`src/rtl/pbqm_pkg.sv`:
```
// pbqm_pkg: shared definitions for the queue-monitor slice.
// Holds default parameter values, the divider-controller state encoding
// and the numerator-width helper used to size the divider.
package pbqm_pkg;

  localparam int CNT_W_DEF  = 3;
  localparam int TCNT_W_DEF = 2;
  localparam int SVC_T_DEF  = 3;
  localparam int WT_W_DEF   = 5;

  typedef enum logic [1:0] {
    ST_IDLE = 2'd0,
    ST_LOAD = 2'd1,
    ST_DIV  = 2'd2,
    ST_DONE = 2'd3
  } state_t;

  // Bits needed for the largest numerator SVC_T*(Pmax + Tmax - 1).
  function automatic int num_width(input int svc_t, input int cnt_w, input int tcnt_w);
    int v;
    v = svc_t * ((1 << cnt_w) + (1 << tcnt_w) - 3);
    return (v < 3) ? 2 : $clog2(v + 1);
  endfunction

endpackage

```
`src/rtl/pbqm_div.sv`:
```
// pbqm_div: restoring unsigned divider, one quotient bit per clock.
// Ports: start_i loads num_i/den_i; busy_o high for NUM_W cycles;
// done_o flags the cycle whose rising edge retires the last bit; quo_o result.
module pbqm_div #(
  parameter int NUM_W = 5
) (
  input  logic             clk,
  input  logic             rst,
  input  logic             start_i,
  input  logic [NUM_W-1:0] num_i,
  input  logic [NUM_W-1:0] den_i,
  output logic             busy_o,
  output logic             done_o,
  output logic [NUM_W-1:0] quo_o
);
  localparam int CW = $clog2(NUM_W + 1);

  logic [NUM_W-1:0] rem_q, quo_q, den_q;
  logic [CW-1:0]    cnt_q;
  logic             busy_q;
  logic [NUM_W:0]   rem_sh, rem_sub;

  // Shift the next dividend bit into the partial remainder and trial-subtract;
  // the top bit of the difference is the borrow.
  assign rem_sh  = {rem_q, quo_q[NUM_W-1]};
  assign rem_sub = rem_sh - {1'b0, den_q};

  always_ff @(posedge clk or negedge rst) begin
    if (!rst) begin
      rem_q  <= '0;
      quo_q  <= '0;
      den_q  <= '0;
      cnt_q  <= '0;
      busy_q <= 1'b0;
    end else if (start_i) begin
      rem_q  <= '0;
      quo_q  <= num_i;
      den_q  <= den_i;
      cnt_q  <= CW'(NUM_W);
      busy_q <= 1'b1;
    end else if (busy_q) begin
      if (!rem_sub[NUM_W]) begin
        rem_q <= rem_sub[NUM_W-1:0];
        quo_q <= {quo_q[NUM_W-2:0], 1'b1};
      end else begin
        rem_q <= rem_sh[NUM_W-1:0];
        quo_q <= {quo_q[NUM_W-2:0], 1'b0};
      end
      cnt_q <= cnt_q - CW'(1);
      if (cnt_q == CW'(1)) busy_q <= 1'b0;
    end
  end

  assign busy_o = busy_q;
  assign done_o = busy_q && (cnt_q == CW'(1));
  assign quo_o  = quo_q;

endmodule

```
`src/rtl/pbqm.sv`:
```
// pbqm: bank-queue monitor -- counts customers from two photocells and
// estimates waiting time with a sequential divider.
// Ports: clk/rst, backPC/frontPC photocells, Tcount tellers, clr_err;
// Pcount/full/empty, Wtime/wvalid, sticky ovf/udf, closed.
module pbqm
  import pbqm_pkg::*;
#(
  parameter int CNT_W  = CNT_W_DEF,
  parameter int TCNT_W = TCNT_W_DEF,
  parameter int SVC_T  = SVC_T_DEF,
  parameter int WT_W   = WT_W_DEF
) (
  input  logic              clk,
  input  logic              rst,
  input  logic              backPC,
  input  logic              frontPC,
  input  logic [TCNT_W-1:0] Tcount,
  input  logic              clr_err,
  output logic [CNT_W-1:0]  Pcount,
  output logic              full,
  output logic              empty,
  output logic [WT_W-1:0]   Wtime,
  output logic              wvalid,
  output logic              ovf,
  output logic              udf,
  output logic              closed
);
  localparam int NUM_W = num_width(SVC_T, CNT_W, TCNT_W);
  localparam logic [CNT_W-1:0] P_MAX  = '1;
  localparam logic [WT_W-1:0]  WT_ONES = '1;

  logic              back_s1_q, back_s2_q, back_h_q;
  logic              front_s1_q, front_s2_q, front_h_q;
  logic              ent, ext;
  logic [CNT_W-1:0]  pcount_q, pcount_d;
  logic              ovf_q, ovf_d, udf_q, udf_d;
  logic [TCNT_W-1:0] tq_q;
  logic              closed_q;

  state_t            state_q;
  logic [CNT_W-1:0]  snap_p_q;
  logic [TCNT_W-1:0] snap_t_q;
  logic [WT_W-1:0]   wtime_q, wtime_tgt;
  logic              wvalid_q;
  logic              chg, bypass, div_start, div_busy, div_done;
  logic [NUM_W-1:0]  div_num, div_den, div_quo;

  // Falls seen on the synchronised photocells (history resets high so
  // reset release never looks like an entry/exit).
  assign ent = back_h_q & ~back_s2_q;
  assign ext = front_h_q & ~front_s2_q;

  always_comb begin
    pcount_d = pcount_q;
    ovf_d    = ovf_q;
    udf_d    = udf_q;
    if (clr_err) begin
      ovf_d = 1'b0;
      udf_d = 1'b0;
    end
    // A new error is applied after the clear so it wins.
    if (ent && !ext) begin
      if (pcount_q == P_MAX) ovf_d = 1'b1;
      else                   pcount_d = pcount_q + CNT_W'(1);
    end else if (ext && !ent) begin
      if (pcount_q == '0) udf_d = 1'b1;
      else                pcount_d = pcount_q - CNT_W'(1);
    end
  end

  always_ff @(posedge clk or negedge rst) begin
    if (!rst) begin
      back_s1_q  <= 1'b1;
      back_s2_q  <= 1'b1;
      back_h_q   <= 1'b1;
      front_s1_q <= 1'b1;
      front_s2_q <= 1'b1;
      front_h_q  <= 1'b1;
      pcount_q   <= '0;
      ovf_q      <= 1'b0;
      udf_q      <= 1'b0;
      tq_q       <= '0;
      closed_q   <= 1'b1;
    end else begin
      back_s1_q  <= backPC;
      back_s2_q  <= back_s1_q;
      back_h_q   <= back_s2_q;
      front_s1_q <= frontPC;
      front_s2_q <= front_s1_q;
      front_h_q  <= front_s2_q;
      pcount_q   <= pcount_d;
      ovf_q      <= ovf_d;
      udf_q      <= udf_d;
      tq_q       <= Tcount;
      closed_q   <= (Tcount == '0);
    end
  end

  // Divider operands, computed from live values and sampled in LOAD.
  assign chg       = (pcount_q != snap_p_q) || (tq_q != snap_t_q);
  assign bypass    = (pcount_q == '0) || (tq_q == '0);
  assign div_start = (state_q == ST_LOAD) && !bypass;
  assign div_num   = NUM_W'(SVC_T) * (NUM_W'(pcount_q) + NUM_W'(tq_q) - NUM_W'(1));
  assign div_den   = NUM_W'(tq_q);

  pbqm_div #(.NUM_W(NUM_W)) u_div (
    .clk     (clk),
    .rst     (rst),
    .start_i (div_start),
    .num_i   (div_num),
    .den_i   (div_den),
    .busy_o  (div_busy),
    .done_o  (div_done),
    .quo_o   (div_quo)
  );

  // Result selection uses the snapshot, so bypass cases ignore the divider.
  always_comb begin
    wtime_tgt = WT_ONES;
    if (snap_p_q == '0)                  wtime_tgt = '0;
    else if (snap_t_q == '0)             wtime_tgt = WT_ONES;
    else if ((div_quo >> WT_W) != '0)    wtime_tgt = WT_ONES;
    else                                 wtime_tgt = WT_W'(div_quo);
  end

  always_ff @(posedge clk or negedge rst) begin
    if (!rst) begin
      state_q  <= ST_IDLE;
      snap_p_q <= '0;
      snap_t_q <= '0;
      wtime_q  <= '0;
      wvalid_q <= 1'b1;
    end else begin
      case (state_q)
        ST_IDLE: begin
          if (chg) begin
            state_q  <= ST_LOAD;
            wvalid_q <= 1'b0;
          end
        end
        ST_LOAD: begin
          snap_p_q <= pcount_q;
          snap_t_q <= tq_q;
          state_q  <= bypass ? ST_DONE : ST_DIV;
        end
        ST_DIV: begin
          // Restart on operand change; an idle divider here also restarts.
          if (chg || !div_busy) state_q <= ST_LOAD;
          else if (div_done)    state_q <= ST_DONE;
        end
        default: begin
          // Operands moving on the publishing edge would make the result stale.
          if (chg) begin
            state_q <= ST_LOAD;
          end else begin
            wtime_q  <= wtime_tgt;
            wvalid_q <= 1'b1;
            state_q  <= ST_IDLE;
          end
        end
      endcase
    end
  end

  assign Pcount = pcount_q;
  assign full   = (pcount_q == P_MAX);
  assign empty  = (pcount_q == '0);
  assign Wtime  = wtime_q;
  assign wvalid = wvalid_q;
  assign ovf    = ovf_q;
  assign udf    = udf_q;
  assign closed = closed_q;

endmodule
```
`config.mk`:
```
export PLATFORM = sky130hd
export DESIGN_NAME = pbqm
export DESIGN_NICKNAME = d
export VERILOG_FILES = /design/src/rtl/pbqm_pkg.sv /design/src/rtl/pbqm_div.sv /design/src/rtl/pbqm.sv
export SDC_FILE = /design/constraint.sdc
export NUM_CORES = 1
export LEC_CHECK = 0
export ABC_AREA = 1
export BUFFER_PORTS_ARGS = -buffer_cell sky130_fd_sc_hd__buf_2
export CAP_MARGIN = 20
export CORE_MARGIN = 4
export CORE_UTILIZATION = 60
export DETAILED_ROUTE_END_ITERATION = 8
export PLACE_DENSITY = 0.8
export SLEW_MARGIN = 20
export SYNTH_ARGS = -nofsm -noshare
export SYNTH_HDL_FRONTEND = slang
export SYNTH_SLANG_ARGS = --single-unit
```
`constraint.sdc`:
```
create_clock -name clk -period 6.6 [get_ports clk]
set_input_delay 0.33 -clock clk [delete_from_list [all_inputs] [get_ports clk]]
set_output_delay 0.33 -clock clk [all_outputs]
set_load 0.005 [all_outputs]
```
==> results of run 1 <==
sequential cells by signal, indices dropped and copies added, names as in the netlist, 2 cells and up:
name	cells
u_div.den_q	2
Wtime	5
u_div.cnt_q	3
u_div.quo_o	5
tq_q	2
u_div.rem_q	5
snap_t_q	2
snap_p_q	3
state_q	2
Pcount	3
cell type report:
cell class                      instances  area, µm²  share of cell area, %
Inverter                               50        188                   7.05
Clock buffer                            5       68.8                   2.59
Multi-Input combinational cell        184       1140                   42.8
Tap cell                               48       60.1                   2.26
Timing Repair Buffer                   20        100                   3.76
Clock inverter                          3       20.0                  0.752
Sequential cell                        43       1090                   40.8
power groups by stage:
stage               Clock (µW)  Sequential [µW]  Combinational (µW)
global placement             0              453                 659
CTS                        170              452                 698
detailed placement           0              457                 693
finish                     166              452                 687
floorplan                    0              439                 535
global route               182              469                 801
placed cells by master (no fill, tap or decap), types with 3 or more instances in the layout:
cell | Yosys | layout
inv_1 | 46 | 46
buf_2 | 1 | 20
clkbuf_8 | 0 | 5
o21ai_0 | 20 | 20
dfrtp_1 | 35 | 35
nand2_1 | 76 | 76
a21oi_1 | 5 | 5
ha_1 | 18 | 18
fa_1 | 5 | 5
nor2_1 | 12 | 12
o21ai_1 | 3 | 3
inv_2 | 4 | 4
xnor2_1 | 3 | 3
nand3_1 | 7 | 7
dfstp_2 | 8 | 8
o211ai_1 | 7 | 7
nand3_2 | 3 | 3
xor2_1 | 8 | 8
nand2_2 | 4 | 4
through the flow:
step	utilization, %	total power, µW	hold slack [ns]
after floorplan	-	974	0.0344
after global placement	68.2	1110	0.346
after detailed placement	68.2	1150	0.347
after CTS	70.6	1320	0.115
after global routing	70.6	1450	0.110
final	70.6	1310	0.122
routing by layer:
metal / global-route usage, % / up-vias
met5: 0 / -
met3: 4.63 / 11
met4: 6.26 / 0
met1: 24.7 / 808
met2: 29.8 / 34
li1: - / 918
logic make-up after synthesis:
group	count (synthesis)
flops	43
fa+ha+maj	23
compound gates	39
simple gates	111
buf+inv	52
xor+xnor	11
worst paths after layout:
path,start,endpoint,depth (start not counted)
setup / recovery,Pcount[1]$_DFFE_PN0P_,u_div.quo_o[4]$_DFFE_PN0P_,13
hold / removal,backPC,back_s1_q$_DFF_PN1_,1
setup reg to reg,Pcount[1]$_DFFE_PN0P_,u_div.quo_o[4]$_DFFE_PN0P_,13
hold reg to reg,back_s1_q$_DFF_PN1_,back_s2_q$_DFF_PN1_,0
max in group asynchronous,rst,Pcount[0]$_DFFE_PN0P_,1
min in group asynchronous,rst,u_div.rem_q[0]$_DFFE_PN0P_,1
==> metrics.txt, run 1 <==
Hold Vio Cnt, Final 0; Max Cap Viol 0; Ports 21; largest net degree at the start of global routing 44; met3 wire length 198 µm; CP peak stage delay 0.47 ns; most numerous cell in the Yosys netlist nand2_1; Post-synth EDFFs 0; root buf cell clkbuf_8; Rows 22; simple-gate share of the synthesized area between 20% and 30%; DRC Markers 0; ANT nets after route 0; Worst Setup End Kind flop; grt total ovfl 0; post-CTS setup buffers 0; DP Cell Count 345; top cells by area, synth dfrtp_1 (36%), nand2_1 (12%), ha_1 (9.3%); top_reg_cell synth dfrtp_1; TNS Setup 0 ns; cts bufs inserted 5; layout cell share with drive strength beyond 1 ~17%; drt total wl approximately 4200 µm; top cell family by delay on the critical path adder cells; asr flop ratio synth 100%; register area share after synthesis 44.9%; Clock Sinks 43; Final Non-Filler Cells 353; Cells after Synth between 200 and 300; Pleak 0.00142 µW; achievable frequency 381 MHz; Slew Viols, Final 0; min cycle time layout between 2 and 3 ns; CTS tree done; top layer in use met4; Final Cell Area 2660 µm²; critical path data arrival time 2.81 ns; first-pass GRT wire length approximately 7500 µm; area of the core roughly 3800 µm²; Yosys cell types 29; Int Pwr 707 µW; status complete, no violations; post-synth top area share 36.2%; post-cts gate resize count 0; port bufs 20; met2 WL post-DR 1920 µm; mux cell area share after synthesis 0%; Tcrit/Tclk final between 30% and 40%; number of fill cells 304; initial core utilization 64.2%; Vias/cell 5.02; Seq pwr share between 30% and 40%; Die Ht 71.5 µm; Net Switching 598 µW; HPWL Detailed between 3000 and 4000 µm; Crit path required time 6.79 ns; post-DR wirelength/cell about 12 µm; worst reg2reg setup slack roughly 4 ns; DR pass1 iterations 4; die area 5120 µm²; crit-path cells inv_1, ha_1, inv_1, ha_1, inv_1, fa_1, ha_1, a21oi_1, nor2_1, nor2_1, a21oi_1, o21ai_0, nand2_1; ANT cells 0; RSZ-0062 raised after global routing false; CP bufs+invs 3; largest family of logic cells by synthesized area simple AND/OR/NAND/NOR gates; area leader, netlist dfrtp_1; Hold WC Path Type in2reg; post-synthesis area per instance 8.68 µm²; Post-synth top cells nand2_1 (76), inv_1 (46), dfrtp_1 (35); Max IR drop VDD 0.000317 V; kind of critical path reg2reg; GP Congestion 0.790; clk buf depth 2; syn nets 309; die width between 70 and 80 µm; Comb pwr share 52.6%; post-synthesis adder-cell area fraction 13.4%; Layout Skew 0.00542 ns; area grow syn2layout 9.92%; Yosys reg bits 43; PD cells 490 nW/µm²; switch share 45.8%; Place WS approximately 4 ns; Final #Nets 334; Placement Cell Area 2570 µm²; DR iter-0 viols 60; type of origin of the critical path flop; DR vias 1,771; CP max-delay cell fa_1; hold buffer count at cts 0; antenna violations before repair 0; # setup viols final 0; Worst Path Max Fanout 6; xor and xnor area share after synthesis 3.98%; clock-pin slew on the worst setup and hold paths 0.08 ns; worst-skew pair later-pin latency 0.30 ns; gr usage total 18.6%; vias in the first global route 1,696; Slew @ Worst Pin 0.906 ns; CTS H-tree lvls 2; WL met1 about 2000 µm; Rel. slew slack between 30% and 40%; Worst Setup Slack, final between 3 and 4 ns; Yosys warnings 0; Synth Area in Compound Gates a little under a tenth; Clk network pwr share 12.7%; mapped cell area 2420 µm²
(Power assumes the default switching activity.)
==> run 2, diff against run 1 <==
CORE_UTILIZATION = 59   (was 60)
PLACE_DENSITY = 0.79   (was 0.8)
clock period = 2.7 ns   (was 6.6 ns; I/O delays follow)
==> metrics.txt, run 2 (synthesis results as in run 1) <==
status complete, but fails checks; violated checks negative hold slack; Layout Skew between 0.005 and 0.006 ns; PD cells 1190 nW/µm²; Slew Viols, Final 0; Worst Path Max Fanout 5; HPWL Detailed 3190 µm; Pleak 0.00145 µW; clk buf depth 2; Hold WC Path Type in2async; final hold slack -0.0140 ns; Ports 21; Hold Vio Cnt, Final 35; DP Cell Count ~350; Worst R2R Start Pcount[1]$_DFFE_PN0P_; drt total wl roughly 4300 µm; cts bufs inserted 5; total power around 3300 µW; clock-pin slew on the worst setup and hold paths 0.08 ns; port bufs 20; register area around 1100 µm²; CP max-delay cell fa_1; top cell family by delay on the critical path adder cells; CP peak stage delay approximately 0.60 ns; commonest non-fill, non-tap cell in the layout nand2_1; Placement Cell Area 2590 µm²; Final Non-Filler Cells about 360; type of origin of the critical path flop; CP bufs+invs 4; vias in the first global route between 1.5k and 2k; root buf cell clkbuf_8; DR pass1 iterations 4; grt total ovfl 0; area occupied by multi-input gates around 1100 µm²; Final #Nets 341; min cycle time layout 2.52 ns; gr usage total a little under a fifth; # setup viols final 0; Crit path required time 2.87 ns; Slew @ Worst Pin 0.955 ns; CTS tree done; post-CTS setup buffers 0; number of fill cells between 300 and 400; CTS H-tree lvls 2; Die Ht 72.1 µm; largest net degree at the start of global routing 44; ANT cells 0; initial core utilization 61.0%; achievable frequency 397 MHz; layout cell share with drive strength beyond 1 18.6%; ANT nets after route 0; Tcrit/Tclk final between 90% and 100%; antenna violations before repair 0; Rows 23; Vias/cell 5.03; post-DR wirelength/cell 12.0 µm; Clock Sinks 43; Worst Setup End Kind flop; most frequent cells in the layout nand2_1 (76), inv_1 (44), dfrtp_1 (34); first-pass GRT wire length 7690 µm; worst-skew pair later-pin latency 0.29 ns; DR iter-0 viols a little under 100; Rel. slew slack 36.3%; die width 72.1 µm; GP Congestion just under 0.8; critical path data arrival time 2.69 ns; kind of critical path reg2reg; Max IR drop VDD a little under 0.0007 V; most used cell, CP inv_1; area grow syn2layout 12.8%; DR vias 1,820; Crit. Startpoint Pcount[1]$_DFFE_PN0P_; Final Cell Area 2730 µm²; area of the core 3970 µm²; die area 5190 µm²; TNS Setup 0 ns; Max Cap Viol 0; DRC Markers 0; crit-path cells inv_2, ha_1, inv_1, ha_1, inv_1, fa_1, inv_1, fa_1, xnor2_1, o211ai_1
[run 2: changes by cell type in the layout (fill, tap and decap cells not counted), sizes merged]
cell,before,now
clkbuf,5,6
dlygate4sd3,0,5
buf,20,22
clkinvlp,2,1
[run 2: cell type report]
type / count / area share (%)
Clock buffer: 6 / 2.66
Clock inverter: 2 / 0.458
Inverter: 50 / 6.87
Multi-Input combinational cell: 184 / 41.8
Sequential cell: 43 / 39.8
Tap cell: 50 / 2.29
Timing Repair Buffer: 27 / 6.05
[run 2: report_power, final]
group	switching, µW	internal, µW
Sequential	196	890
Clock	221	181
Combinational	1070	700
[run 2: worst paths after layout]
path / depth (start not counted) / endpoint / slack, ns
max: 10 / u_div.quo_o[3]$_DFFE_PN0P_ / 0.18
min: 1 / u_div.rem_q[1]$_DFFE_PN0P_ / -0.01
max reg2reg: 10 / u_div.quo_o[3]$_DFFE_PN0P_ / 0.18
min reg2reg: 0 / back_s2_q$_DFF_PN1_ / 0.36
max in group asynchronous: 1 / Pcount[0]$_DFFE_PN0P_ / 2.07
min in group clk: 2 / udf$_DFF_PN0_ / 0.04
[run 2: what timing repair did]
action | 4_1_cts | 5_1_grt
gates resized for setup | 0 | 4
hold buffers | 5 | 0
endpoints found under the setup margin | 0 | 1
endpoints found under the hold margin | 5 | 0
[run 2: stage by stage]
stage | setup WS, ns | util, %
floorplan | 0.250 | -
finish | 0.184 | 68.7
global route | -0.00339 | 68.7
CTS | 0.172 | 68.6
global placement | 0.287 | 65.2
detailed placement | 0.176 | 65.2
[run 2: metal layers]
layer | GRT usage (%) | up-vias | wire (µm) | share of wire, %
li1 | - | 930 | - | -
met1 | 23.6 | 848 | 2040 | 47
met2 | 32.3 | 33 | 2060 | 47
met3 | 3.74 | 9 | 163 | 3.8
met4 | 6.89 | 0 | 80 | 1.8
met5 | 0 | - | 0 | 0
